$ cat src/rtl/mem_arbiter_pkg.sv
// Shared definitions for the instruction/data memory arbiter: width codes,
// requester IDs and the outstanding-read FSM encoding.
package mem_arbiter_pkg;

  // funct3-style access width codes
  localparam logic [2:0] W_B  = 3'b000;
  localparam logic [2:0] W_H  = 3'b001;
  localparam logic [2:0] W_W  = 3'b010;
  localparam logic [2:0] W_BU = 3'b100;
  localparam logic [2:0] W_HU = 3'b101;

  // Requester IDs, also the bit positions in the one-hot grant vector
  localparam logic RQ_IF = 1'b0;
  localparam logic RQ_LS = 1'b1;

  typedef enum logic [1:0] {
    StIdle  = 2'd0,
    StRspIf = 2'd1,
    StRspLs = 2'd2
  } state_e;

endpackage

$ cat src/rtl/mem_rr_arb.sv
// Two-way round-robin arbiter (IF vs LS) with optional fixed LS priority.
// Produces a one-hot grant; the preference pointer flips only on a conflict.
module mem_rr_arb
  import mem_arbiter_pkg::*;
#(
  parameter int unsigned LsPrio = 0
) (
  input  logic       clk_i,
  input  logic       rst_i,
  input  logic [1:0] req_i,
  output logic [1:0] gnt_o
);

  logic ptr_q, ptr_d;
  logic win;
  logic conflict;

  always_comb begin
    conflict = &req_i;
    win      = req_i[RQ_LS] ? RQ_LS : RQ_IF;
    if (conflict) begin
      win = (LsPrio != 0) ? RQ_LS : ptr_q;
    end
    gnt_o = 2'b00;
    if (|req_i) begin
      gnt_o[win] = 1'b1;
    end
    // The loser of a conflict becomes the preferred side next time
    ptr_d = conflict ? ~win : ptr_q;
  end

  always_ff @(posedge clk_i or posedge rst_i) begin
    if (rst_i) begin
      ptr_q <= RQ_IF;
    end else begin
      ptr_q <= ptr_d;
    end
  end

endmodule

$ cat src/rtl/mem_arbiter.sv
// Shares a single-port memory between instruction fetch and the load/store unit,
// returns registered read data to the issuing side and counts contention cycles.
module mem_arbiter
  import mem_arbiter_pkg::*;
#(
  parameter int unsigned AW      = 32,
  parameter int unsigned DW      = 32,
  parameter int unsigned LS_PRIO = 0,
  parameter int unsigned CW      = 16
) (
  input  logic          i_clk,
  input  logic          i_rst,
  input  logic          i_if_req,
  input  logic [AW-1:0] i_if_addr,
  output logic          o_if_gnt,
  output logic          o_if_rvalid,
  output logic [DW-1:0] o_if_rdata,
  input  logic          i_ls_req,
  input  logic          i_ls_we,
  input  logic [2:0]    i_ls_width,
  input  logic [AW-1:0] i_ls_addr,
  input  logic [DW-1:0] i_ls_wdata,
  output logic          o_ls_gnt,
  output logic          o_ls_rvalid,
  output logic [DW-1:0] o_ls_rdata,
  output logic [AW-1:0] o_mem_addr,
  output logic [2:0]    o_mem_width,
  output logic          o_mem_we,
  output logic [DW-1:0] o_mem_data,
  input  logic [DW-1:0] i_mem_rdata,
  output logic [CW-1:0] o_conflicts
);

  logic [1:0]    req;
  logic [1:0]    gnt;
  state_e        state_q, state_d;
  logic [CW-1:0] cnt_q, cnt_d;

  // Requests are masked during reset so no grant or write escapes it
  assign req = {i_ls_req, i_if_req} & {2{~i_rst}};

  mem_rr_arb #(
    .LsPrio (LS_PRIO)
  ) u_arb (
    .clk_i (i_clk),
    .rst_i (i_rst),
    .req_i (req),
    .gnt_o (gnt)
  );

  assign o_if_gnt = gnt[RQ_IF];
  assign o_ls_gnt = gnt[RQ_LS];

  always_comb begin
    o_mem_addr  = '0;
    o_mem_width = W_W;
    o_mem_we    = 1'b0;
    o_mem_data  = '0;
    if (gnt[RQ_LS]) begin
      o_mem_addr  = i_ls_addr;
      o_mem_width = i_ls_width;
      o_mem_we    = i_ls_we;
      o_mem_data  = i_ls_wdata;
    end else if (gnt[RQ_IF]) begin
      o_mem_addr  = i_if_addr;
    end
  end

  always_comb begin
    state_d = StIdle;
    if (gnt[RQ_IF]) begin
      state_d = StRspIf;
    end else if (gnt[RQ_LS] && !i_ls_we) begin
      state_d = StRspLs;
    end

    cnt_d = cnt_q;
    if (i_if_req && i_ls_req && (cnt_q != {CW{1'b1}})) begin
      cnt_d = cnt_q + CW'(1);
    end
  end

  always_ff @(posedge i_clk or posedge i_rst) begin
    if (i_rst) begin
      state_q <= StIdle;
      cnt_q   <= '0;
    end else begin
      state_q <= state_d;
      cnt_q   <= cnt_d;
    end
  end

  assign o_if_rvalid = (state_q == StRspIf);
  assign o_ls_rvalid = (state_q == StRspLs);
  assign o_if_rdata  = o_if_rvalid ? i_mem_rdata : '0;
  assign o_ls_rdata  = o_ls_rvalid ? i_mem_rdata : '0;
  assign o_conflicts = cnt_q;

endmodule

$ cat config.mk
export PLATFORM = sky130hd
export DESIGN_NAME = mem_arbiter
export DESIGN_NICKNAME = d
export VERILOG_FILES = /design/src/rtl/mem_arbiter_pkg.sv /design/src/rtl/mem_rr_arb.sv /design/src/rtl/mem_arbiter.sv
export SDC_FILE = /design/constraint.sdc
export NUM_CORES = 1
export LEC_CHECK = 0
export BUFFER_PORTS_ARGS = -buffer_cell sky130_fd_sc_hd__buf_2
export CAP_MARGIN = 20
export CORE_AREA = 2 2 110 112
export CTS_CLUSTER_DIAMETER = 120
export CTS_CLUSTER_SIZE = 24
export DETAILED_ROUTE_END_ITERATION = 7
export DIE_AREA = 0 0 112 114
export GPL_ROUTABILITY_DRIVEN = 0
export PLACE_DENSITY_LB_ADDON = 0.08
export SYNTH_ARGS = -nofsm -noshare
export SYNTH_HDL_FRONTEND = slang
export SYNTH_SLANG_ARGS = --single-unit
$ cat constraint.sdc
create_clock -name i_clk -period 1.9 [get_ports i_clk]
set_input_delay 0 -clock i_clk [delete_from_list [all_inputs] [get_ports i_clk]]
set_output_delay 0 -clock i_clk [all_outputs]
set_load 0.02 [all_outputs]
==> summary.txt, run 1 <==
STA
  • Final worst path period share: 91.8%
  • Worst-margin pin slew: 0.495 ns
  • Tmin final: between 1.5 and 2 ns
  • FMAX: 0.573 GHz
  • Worst Skew: 0.00241 ns
  • WHS: 0.138 ns
  • Hold Fails Final Rpt: 0
  • Setup Viol. Count Final: 0
  • Max Slew Vio Count: 0
  • RSZ-0062 raised after global routing: no
  • Fin Setup TNS: 0 ns
  • Slew HR: 66.7%

Synth
  • EDFF count, synth: 0
  • Register area share after synthesis: 25.1%
  • Synth cell count leaders: and2_1 (99), a22o_1 (32), dfrtp_1 (19)
  • Post-Synthesis Cells: 230
  • Asr flop ratio synth: 100%
  • Top-count cell post-synth: and2_1
  • Cell variety after synth: 32
  • Top FF cell, synth: dfrtp_1
  • Area share of the largest cell type after synthesis: 32.7%
  • Mapped cell area: around 1900 um^2
  • Yosys warns: 0
  • Mean Syn Cell Area: 8.24 um^2
  • Synthesized flop and latch total: 19
  • Area contributors post-synth: and2_1 (33%), dfrtp_1 (25%), a22o_1 (15%), xnor2_1 (3.7%), xor2_1 (3.7%)
  • Syn Nets: 367
  • Post-synthesis cell type with the largest combined area: and2_1

Clock network
  • Clock root buffer: clkbuf_16
  • Max Root-Sink Buffers: 2
  • Clock sinks: 19
  • Cts repair resizes: 0
  • CTS tree: yes
  • Post-CTS Repair Setup Buffers: 0
  • Clock Latency Late Sink: 0.25 ns
  • Clock-pin slew on the worst setup and hold paths: 0.05 ns
  • CTS buffer count: 3
  • Hold-fix buffers at CTS: 2
  • H-tree depth: 1

Place
  • Post-DP HPWL: 8280 um
  • Dpl cell area: 3570 um^2
  • Buffers on Ports: 287

Global route
  • Total gr overflow: 0
  • Largest net degree at the start of global routing: 38
  • First-pass GRT wire length: 13,800 um
  • Initial antenna violation count: 0
  • Vias in the first global route: 2,518
  • Global Route Usage Sum: a little over an eighth

Die
  • IO Count: 288
  • Die extent in y: between 100 and 150 um
  • Core box area: ~12,000 um^2
  • Die ar.: 12,800 um^2
  • Initial Utilization: 16.2%
  • Die width: ~110 um
  • Std cell rows: 40

Min path
  • Hold/Removal Path Class: input port to register

Worst setup path
  • Critical path class: register to register
  • Worst setup EP type: register
  • Worst Path Required: between 2 and 2.5 ns
  • Crit path DAT: between 1.5 and 2 ns
  • Critical path launch point type: register
  • Crit-path max FO: 7

Route
  • DRT iter0 DRCs: 60
  • Drt first pass iters: 4
  • ANT nets after route: 0
  • Post-route DRC violation count: 0
  • Final WL: 9670 um
  • Drt wl/cell: 14.6 um
  • Via count: 2,796
  • DR vias/cell: ~4.2

Run status
  • Outcome: finished, final reports clean

Power
  • Int Pwr: 1290 uW
  • Net Sw Power: 995 uW
  • Clock power frac: 19.4%
  • Power per cell area: roughly 620 nW/um^2
  • LEAKAGE: 0.00227 uW
  • Final Power: ~2300 uW
  • IR drop worst, VDD: 0.294 mV
  • Reg power frac: 26.1%
  • Switching share of power: 43.6%
  • Logic pwr share: 54.5%

Cells and area
  • Final net count: 655
  • Number of antenna diodes: 0
  • Filler Cells Inserted: approximately 1.3k
  • Non-Filler Cell Area, Final: 3670 um^2
  • Synthesis-to-layout area growth: 93.6%
  • Share of cells above drive strength 1: 59.6%

Job
  • Max-cap violations: 0
-- cells by family after synthesis --
kind of cell    Yosys count  share of synthesized area (%)
simple gates            137                           45.4
compound gates           37                           16.8
buf+inv                  19                           3.83
flops                    19                           25.1
xor+xnor                 16                           7.39
mux                       1                          0.792
fa+ha+maj                 1                          0.660
-- critical path, cell delays in order (launching register included) --
cell and delay, ns:
dfrtp_1 0.41, ha_1 0.21, nand3_2 0.11, nor4_4 0.48
nor2_2 0.12, mux2_4 0.31
-- area by class of cell --
| class | count | area, um^2 | area share (%) |
|---|---|---|---|
| timing repair buffer | 300 | 1560 | 42.6 |
| multi-input combinational | 192 | 1360 | 37.1 |
| sequential | 19 | 475 | 13.0 |
| tap | 147 | 184 | 5.01 |
| clock buffer | 4 | 78.8 | 2.15 |
| inverter | 2 | 7.51 | 0.205 |
-- through the flow --
stage | std cells | setup slack (ns) | utilization, %
5_1_grt | 664 | 0.0381 | 31.3
6_report | 664 | 0.156 | 31.3
2_1_floorplan | 230 | 0.0874 | -
4_1_cts | 664 | 0.131 | 31.3
3_3_place_gp | 658 | 0.174 | 30.5
3_5_place_dp | 658 | 0.161 | 30.5
-- worst paths after layout --
path	from	endpoint	slack (ns)	cells after the start
max reg2reg	o_conflicts[1]	o_conflicts[1]	0.16	5
max in group asynchronous	i_rst	state_q[1]	1.29	4
max	o_conflicts[1]	o_conflicts[1]	0.16	5
min	i_ls_req	state_q[0]	0.14	3
min reg2reg	o_conflicts[7]	o_conflicts[7]	0.51	1
min in group asynchronous	i_rst	u_arb.ptr_q	0.39	4
-- per-layer routing --
metal | vias to the layer above | global-route usage, % | wire, um
met5 | - | 0 | 0
met4 | 0 | 1.46 | 35
met3 | 5 | 2.60 | 792
met2 | 175 | 26.9 | 5260
met1 | 1251 | 15.8 | 3580
li1 | 1365 | - | -
-- flip-flops by register name (all words and copies together), names as in the netlist --
register	cells
state_q	2
o_conflicts	16
u_arb.ptr_q	1
-- cells in the final DEF, fill, tap and decap left out, drive strengths merged --
cell,count
buf,298
and2,99
a22o,32
dfrtp,19
xor2,8
xnor2,8
nand3,7
nand4,5
nand2,4
nor3,4
nor2,4
clkbuf,4
nor2b,3
nor4,3
and4,2
inv,2
and3,2
dlygate4sd3,2
nor4b,1
a21oi,1
o211ai,1
or3,1
a211oi,1
o211a,1
nand2b,1
o2111ai,1
mux2,1
nor3b,1
ha,1
-- power by group through the flow --
stage	clock network (uW)	logic [uW]	registers, uW
after floorplan	0	648	662
after global routing	474	1340	613
after global placement	0	1270	595
final	442	1240	596
after detailed placement	0	1260	601
after CTS	458	1270	597
No activity file was read; power rests on OpenSTA's default activity.
==> inputs of run 2 (changes only) <==
--- a/config.mk
+++ b/config.mk
@@ -13,6 +13,7 @@
 export DETAILED_ROUTE_END_ITERATION = 7
 export DIE_AREA = 0 0 112 114
 export GPL_ROUTABILITY_DRIVEN = 0
+export GPL_TIMING_DRIVEN = 0
 export PLACE_DENSITY_LB_ADDON = 0.08
 export SYNTH_ARGS = -nofsm -noshare
 export SYNTH_HDL_FRONTEND = slang
==> run 2 against run 1 <==
Setup slack got worse by 0.060 ns. Register-to-register slack worse by 0.06 ns. Power shrank 0.84%. Highest routed layer unchanged.
==> summary.txt, run 2 (same netlist as run 1, synthesis figures left out) <==
Die
  • Die ar.: 12,800 um^2 (unchanged)
  • IO Count: 288 (unchanged)
  • Die extent in y: 114 um (unchanged)
  • Core box area: 11,700 um^2 (unchanged)
  • Initial Utilization: 16.2% (unchanged)
  • Std cell rows: 40 (unchanged)
  • Die width: 112 um (unchanged)

Power
  • IR drop worst, VDD: 0.397 mV (+35%)
  • Switching share of power: 44.0% (+0.42 points)
  • Logic pwr share: 54.3% (-0.2 points)
  • Clock power frac: 19.2% (-0.2 points)
  • Int Pwr: 1270 uW (-1.6%)
  • Net Sw Power: 996 uW (+0.12%)
  • LEAKAGE: 0.00225 uW (-0.56%)
  • Reg power frac: 26.5% (+0.4 points)
  • Power per cell area: 621 nW/um^2 (about the same)

Worst setup path
  • Setup slack, reg-to-reg: 0.1 ns (-0.06 ns)
  • CP bufs+invs: 1 (+1)
  • Crit-path max FO: 8 (+1)
  • Crit path DAT: 1.94 ns (+0.06 ns)
  • Reg-to-Reg Start: o_conflicts[0]
  • Worst path top cell family by delay: simple AND/OR/NAND/NOR gates
  • Cell depth of the worst flop-to-flop path: 6 (+1)
  • Total stage count of the critical path: 6 (+1)
  • CP startpoint: o_conflicts[0]
  • Worst Path Required: 2.03 ns (about the same)
  • Critical path class: register to register
  • Worst setup EP type: register
  • CP Cell Sequence: ha_1, nand3_2, nor4_4, buf_4, nor2_2, mux2_4
  • Critical path launch point type: register
  • End of the worst register-to-register path: o_conflicts[1]
  • Max incr delay on CP: 0.42 ns (-0.06 ns)
  • Setup crit end: o_conflicts[1]
  • Critical Path Slowest Stage Cell: dfrtp_1

Clock network
  • CTS tree: yes
  • H-tree depth: 1 (unchanged)
  • CTS buffer count: 3 (unchanged)
  • Clock-pin slew on the worst setup and hold paths: 0.05 ns (about the same)
  • Max Root-Sink Buffers: 2 (unchanged)
  • Clock Latency Late Sink: 0.25 ns (about the same)
  • Clock root buffer: clkbuf_16
  • Clock sinks: 19 (unchanged)

Route
  • ANT nets after route: 0 (unchanged)
  • DR vias/cell: 4.22 (+0.17%)
  • Drt first pass iters: 4 (unchanged)
  • Final WL: 9870 um (+2.1%)
  • Post-route DRC violation count: 0 (unchanged)
  • Via count: 2,826 (+1.1%)
  • DRT iter0 DRCs: 77 (+28%)
  • Drt wl/cell: 14.7 um (+1.2%)

Cells and area
  • Number of antenna diodes: 0 (unchanged)
  • Most frequent cells in the layout: buf_2 (288), and2_1 (99), a22o_1 (32), dfrtp_1 (19), clkbuf_1 (10)
  • Share of cells above drive strength 1: 58.3% (-1.3 points)
  • Final core occ: 31.1% (-0.24 points)
  • Synthesis-to-layout area growth: 92.1%
  • Filler Cells Inserted: 1,292 (+2.2%)
  • Final net count: 661 (+0.92%)
  • Footprint of the multi-input gates: 1360 um^2 (unchanged)
  • Max reg flops: 16 (unchanged)
  • Most common library cell in the layout ignoring fill and taps: buf_2
  • Register Area: 475 um^2 (unchanged)

STA
  • Fin Setup TNS: 0 ns (unchanged)
  • Worst-margin pin slew: 0.893 ns (+0.397 ns)
  • Final worst path period share: 94.9% (+3.1 points)
  • Slew HR: 40.3% (-26 points)
  • Max Slew Vio Count: 0 (unchanged)
  • RSZ-0062 raised after global routing: no
  • Hold Fails Final Rpt: 0 (unchanged)
  • Worst Skew: 0.00101 ns (-0.00141 ns)
  • FMAX: 0.554 GHz (-3.3%)
  • WHS: 0.143 ns (+0.00551 ns)
  • Setup Viol. Count Final: 0 (unchanged)
  • Tmin final: 1.80 ns (+0.0596 ns)

Global route
  • Global Route Usage Sum: 13.6% (-0.086 points)
  • Total gr overflow: 0 (unchanged)
  • Largest net degree at the start of global routing: 20 (-47%)
  • Vias in the first global route: 2,593 (+3.0%)
  • First-pass GRT wire length: 13,800 um (-0.10%)
  • Initial antenna violation count: 0 (unchanged)

Min path
  • HP Start: i_rst
  • Hold/Removal Path Class: input port to register
  • Cell depth of the worst hold path: 3 (unchanged)

Place
  • Post-DP HPWL: 8580 um (+3.6%)
  • Buffers on Ports: 287 (unchanged)

Job
  • Max-cap violations: 0 (unchanged)

Run status
  • Outcome: finished, final reports clean
-- run 2: cell count changes in the layout (fill, tap and decap cells not counted), sizes merged --
cell      change
buf           -9
inv           -1
clkinvlp      +1
clkbuf       +15
-- run 2: final cells by class --
class | instances | area share [%]
plain buffers | 16 | 1.89
clock buffers | 4 | 2.16
inverters | 2 | 0.309
multi-input cells | 192 | 37.3
flip-flops and latches | 19 | 13.1
well taps | 147 | 5.05
repair buffers | 290 | 40.2
-- run 2: power groups by stage --
stage | Clock [uW] | Combinational (uW) | Sequential [uW]
after global placement | 0 | 1240 | 603
after floorplan | 0 | 648 | 662
after CTS | 448 | 1250 | 601
after detailed placement | 0 | 1240 | 602
final | 434 | 1230 | 601
after global routing | 475 | 1320 | 615
-- run 2: layer usage --
| metal | up-vias | GRT usage, % | wire length (um) |
|---|---|---|---|
| met5 | - | 0 | 0 |
| met4 | 0 | 1.63 | 91 |
| met3 | 6 | 2.76 | 821 |
| met2 | 187 | 26.9 | 5250 |
| met1 | 1257 | 15.4 | 3700 |
| li1 | 1376 | - | - |
-- run 2: repair_timing --
item,in CTS,in global routing
pin swaps,0,1
resized for setup,6,6
endpoints found under the hold margin,20,0
hold buffers,2,0
endpoints found under the setup margin,69,18
buffers inserted,0,1
-- run 2: per-stage QoR --
stage / total power [uW] / cell area (um^2) / instances / setup WS (ns)
3_3_place_gp: 1840 / 3520 / 664 / -0.402
2_1_floorplan: 1310 / 1900 / 230 / 0.0874
4_1_cts: 2300 / 3630 / 669 / 0.00342
3_5_place_dp: 1840 / 3520 / 664 / -0.410
5_1_grt: 2410 / 3640 / 670 / 0.00488
6_report: 2260 / 3640 / 670 / 0.0962
-- run 2: worst min-delay path, cell delays in order --
cell and delay [ns]:
buf_2 0.14, nor2_1 0.13, xor2_1 0.08
-- run 2: worst min-delay path by stage --
stage                          end  slack [ns]
finish                 u_arb.ptr_q        0.14
global route           u_arb.ptr_q        0.16
CTS                    u_arb.ptr_q        0.14
detailed placement      state_q[1]        0.19
global placement        state_q[1]        0.19
floorplan           o_conflicts[0]       -0.04
